===== config.mk =====
export PLATFORM = sky130hd
export DESIGN_NAME = sg110_framer
export DESIGN_NICKNAME = d
export VERILOG_FILES = /design/src/rtl/sg110_framer.sv
export SDC_FILE = /design/constraint.sdc
export NUM_CORES = 1
export LEC_CHECK = 0
export BUFFER_PORTS_ARGS = -buffer_cell sky130_fd_sc_hd__buf_2
export CAP_MARGIN = 20
export CELL_PAD_IN_SITES_DETAIL_PLACEMENT = 1
export CELL_PAD_IN_SITES_GLOBAL_PLACEMENT = 1
export CORE_MARGIN = 5
export CORE_UTILIZATION = 25
export DETAILED_ROUTE_END_ITERATION = 12
export HOLD_SLACK_MARGIN = 0.03
export MAX_ROUTING_LAYER = met4
export PLACE_DENSITY = 0.55
export SYNTH_ARGS = -nofsm -noshare
export SYNTH_HDL_FRONTEND = slang
export SYNTH_SLANG_ARGS = --single-unit

===== constraint.sdc =====
create_clock -name clk -period 2.8 [get_ports clk]
set_clock_uncertainty 0.2 [all_clocks]
set_input_delay 0 -clock clk [delete_from_list [all_inputs] [get_ports clk]]
set_output_delay 0 -clock clk [all_outputs]
set_load 0.02 [all_outputs]

===== src/rtl/sg110_framer.sv =====
// Serial framer: each accepted word becomes preamble 1,1,0 followed by the pair 0,d per
// payload bit (MSB first). Because every payload bit is escaped by a leading 0, the
// pattern 1,1,0 can only occur at a preamble.
module sg110_framer #(
  parameter int DATA_W = 8
) (
  input  logic              clk,
  input  logic              reset,
  input  logic [DATA_W-1:0] din,
  input  logic              din_valid,
  output logic              din_ready,
  output logic              dout,
  output logic              sof,
  output logic              busy,
  output logic [1:0]        dbg_state
);

  localparam int BW = (DATA_W > 1) ? $clog2(DATA_W) : 1;

  typedef enum logic [1:0] {
    IDLE = 2'd0,
    PRE  = 2'd1,
    DATA = 2'd2
  } state_t;

  // Handshake: a word transfers on a rising edge where din_valid and din_ready are both 1.
  // din_ready depends only on registered state, never on din_valid.
  state_t            state;
  logic [1:0]        pcnt;
  logic [BW-1:0]     bcnt;
  logic              phase;
  logic [DATA_W-1:0] shreg;
  logic              last_data;
  logic              hs;

  // The state tracks what dout is carrying in the current cycle.
  assign last_data = (state == DATA) && phase && (bcnt == BW'(DATA_W - 1));
  assign din_ready = (state == IDLE) || last_data;
  assign hs        = din_valid && din_ready;
  assign dbg_state = state;

  always_ff @(posedge clk) begin
    if (reset) begin
      state <= IDLE;
      pcnt  <= 2'd0;
      bcnt  <= '0;
      phase <= 1'b0;
      shreg <= '0;
      dout  <= 1'b0;
      sof   <= 1'b0;
      busy  <= 1'b0;
    end else begin
      sof <= 1'b0;
      if (hs) begin
        state <= PRE;
        pcnt  <= 2'd0;
        shreg <= din;
        dout  <= 1'b1;
        sof   <= 1'b1;
        busy  <= 1'b1;
      end else begin
        case (state)
          IDLE: begin
            dout <= 1'b0;
            busy <= 1'b0;
          end
          PRE: begin
            if (pcnt == 2'd2) begin
              state <= DATA;
              bcnt  <= '0;
              phase <= 1'b0;
              dout  <= 1'b0;
            end else begin
              pcnt <= pcnt + 2'd1;
              dout <= (pcnt == 2'd0);
            end
          end
          DATA: begin
            if (!phase) begin
              phase <= 1'b1;
              dout  <= shreg[DATA_W-1];
            end else if (last_data) begin
              state <= IDLE;
              dout  <= 1'b0;
              busy  <= 1'b0;
            end else begin
              phase <= 1'b0;
              bcnt  <= bcnt + 1'b1;
              shreg <= shreg << 1;
              dout  <= 1'b0;
            end
          end
          default: begin
            state <= IDLE;
            dout  <= 1'b0;
            busy  <= 1'b0;
          end
        endcase
      end
    end
  end

endmodule


==> metrics <==
Seq pwr share 0.487; via count 815; maximum vdd ir drop 0.385 mV; combinational family with the most area after synthesis simple AND/OR/NAND/NOR gates; Net Switching 155 µW; Finished Layout Cells 184; Worst slew margin 0.647; P per Cell Area 455 nW/µm²; grt ovf 0; Final period util 0.958; Max Slew Vio Count 0; Hold Path Class reg -> reg; starting density of the core 0.260; Chip Height 72.2 µm; multi-input logic area 539 µm²; Crit. End Element flip-flop; DRT Pass-1 Iters 4; post-layout min period 2.68 ns; final setup vio count 0; DRC viols 0; MaxCap Viol Count 0; WL final 2240 µm; fillers 442; Synth-to-Final Area Change 37.4%; io pins 17; vias in the first global route 907; Worst R2R Setup Slack 0.12 ns; ant diodes 0; Final WS setup 0.117 ns; clk sink count 19; synthesized area 966 µm²; Num CTS Buffers 3; Avg Cell Area, Syn 9.66 µm²; synth warn 0; dominant cells by area after synthesis dfxtp_1, mux2i_1, ha_1, a211oi_1, nor2_1; share of layout cells above drive strength 1 0.184; CTS Buffer Depth 2; CTS tree built; die area 5210 µm²; DIE WIDTH 72.2 µm; Req. time, crit path 2.74 ns; Vias/cell 4.43; Crit Path Max Fanout 6; Mapped Nets 118; CORE AREA 3720 µm²; FMAX 0.373 GHz; drt wl/cell 12.2 µm; input/output buffers 16; pin count of the biggest net entering global routing 20; RSZ-0062 raised after global routing no; Mapped Cells 100; Reg clk slew, reported paths 0.07 ns; H-tree depth 1; Synth area leader dfxtp_1; simple-gate portion of the synthesized area 0.199; HPWL after detailed placement 1560 µm; startpoint types flip-flop; setup TNS 0 ns; Yosys reg bits 19; Antenna Nets Post-Route 0; Tightest Pin Transition 0.525 ns; Seq/Total Area, Yosys 0.394; Core Rows 22; share of the synthesized area in the top cell type 0.394; post-synthesis compound-gate area fraction 0.153; worst-skew pair later-pin latency 0.25 ns; post-CTS setup buffer count 0; Final nets 155; GR Util All Layers 0.0992; Final Total Pwr 604 µW; initial antenna violation count 0; crit path kind reg -> reg; outcome finished clean; P_leak 0.591 nW; Comb pwr share 0.201; Switching Share 0.256; DP Worst Slack 0.810 ns; final hold vios 0; first-pass GRT wire length 3980 µm; area share of fa/ha/maj cells after synthesis 0.0907; Final GP Congestion 0.713; Worst Path Arrival 2.62 ns; Netlist cell types 29; register area 380 µm²; clock network power share 0.312; multiplexer share of the synthesized area 0.104; XOR/XNOR share of the synthesized area 0.00907; Cells after DPL 160; root buf cell clkbuf_8; starting DRC count in detailed routing 21; internal power 449 µW
## area by class of cell
class	count	share of cell area
multi-input cells	71	0.406
flip-flops and latches	19	0.287
repair buffers	36	0.211
well taps	48	0.0452
clock buffers	4	0.0339
inverters	6	0.0170
## timing repair
action	4_1_cts	5_1_grt
hold buffers	20	0
hold endpoints to repair	15	0
resized for setup	0	1
setup endpoints to repair	0	1
## synthesized netlist by cell type (all sizes together)
cell    number
nand3        1
buf          2
nor3         4
xnor2        1
dfxtp       19
o21a         1
nor2b        2
ha           7
nand2b       2
o31ai        1
nand3b       1
and2         1
nand2        7
inv          6
nor2        12
mux2i       10
a21oi        5
a211oi       7
and3         1
a31o         1
nor4         1
a21boi       1
clkbuf       2
o21ai        2
nand4        1
a32o         2
## state kept, by name, summed over array words and instances, names as in the netlist
register / flops
bcnt: 3
dbg_state: 2
shreg: 8
busy: 1
dout: 1
pcnt: 2
sof: 1
phase: 1
## metrics by stage
step | hold WS, ns | area [µm²] | utilization
final | 0.274 | 1330 | 0.357
after global routing | 0.305 | 1330 | 0.357
after CTS | 0.278 | 1330 | 0.357
after detailed placement | 0.0970 | 1080 | 0.291
after global placement | 0.0926 | 1080 | 0.291
after floorplan | -0.0174 | 966 | -
## power by group through the flow
stage / logic (mW) / registers (mW) / clock network [mW]
after floorplan: 0.0652 / 0.305 / 0
after global placement: 0.0947 / 0.300 / 0
after detailed placement: 0.0958 / 0.301 / 0
after CTS: 0.123 / 0.295 / 0.197
after global routing: 0.135 / 0.297 / 0.210
final: 0.121 / 0.294 / 0.188
## per-layer routing
metal / global-route usage / share of wire / up-vias
li1: - / - / 424
met1: 0.109 / 0.44 / 376
met2: 0.181 / 0.52 / 13
met3: 0.0291 / 0.038 / 2
met4: 0.0125 / 0.0040 / 0
met5: - / 0 / -
## cells by family (layout without fill, tap and decap cells)
logic type / after synthesis / count (layout)
AO/OA/AOI/OAI: 20 / 20
flip-flops: 19 / 19
buffers and inverters: 10 / 46
adder cells (fa/ha/maj): 7 / 7
XOR/XNOR: 1 / 1
multiplexers: 10 / 10
AND/OR/NAND/NOR: 33 / 33
## final timing paths
| path | from | endpoint | cells past startpoint |
|---|---|---|---|
| setup / recovery | dbg_state[0] | shreg[0] | 8 |
| hold / removal | bcnt[1] | bcnt[1] | 2 |
| setup reg to reg | dbg_state[0] | shreg[0] | 8 |
| hold reg to reg | bcnt[1] | bcnt[1] | 2 |
## placed cells by master (no fill, tap or decap)
cell	Yosys	routed
o31ai_1	1	1
nand2_1	6	6
a21boi_0	1	1
a32o_1	2	2
clkbuf_8	0	3
o21ai_1	1	1
dfxtp_1	19	19
mux2i_1	10	10
nand2_8	1	1
inv_1	6	6
and3_4	1	1
a211oi_1	7	7
dlygate4sd3_1	0	20
a21oi_1	5	5
nand3b_1	1	1
nor2b_1	2	2
clkbuf_1	2	1
nor2_1	12	12
nor3_1	4	4
nand3_1	1	1
a31o_4	1	1
xnor2_1	1	1
nand4_4	1	1
ha_1	7	6
and2_4	1	1
ha_2	0	1
nand2b_1	2	2
o21a_1	1	1
nor4_1	1	1
o21ai_0	1	1
buf_2	0	16
## critical path: stages (launching register included)
cell	delay [ns]
dfxtp_1	0.37
inv_1	0.08
ha_1	0.27
a31o_4	0.29
nand3_1	0.09
dlygate4sd3_1	0.55
o21a_1	0.12
nor2_1	0.03
dlygate4sd3_1	0.57
No activity file was read; power rests on OpenSTA's default activity.
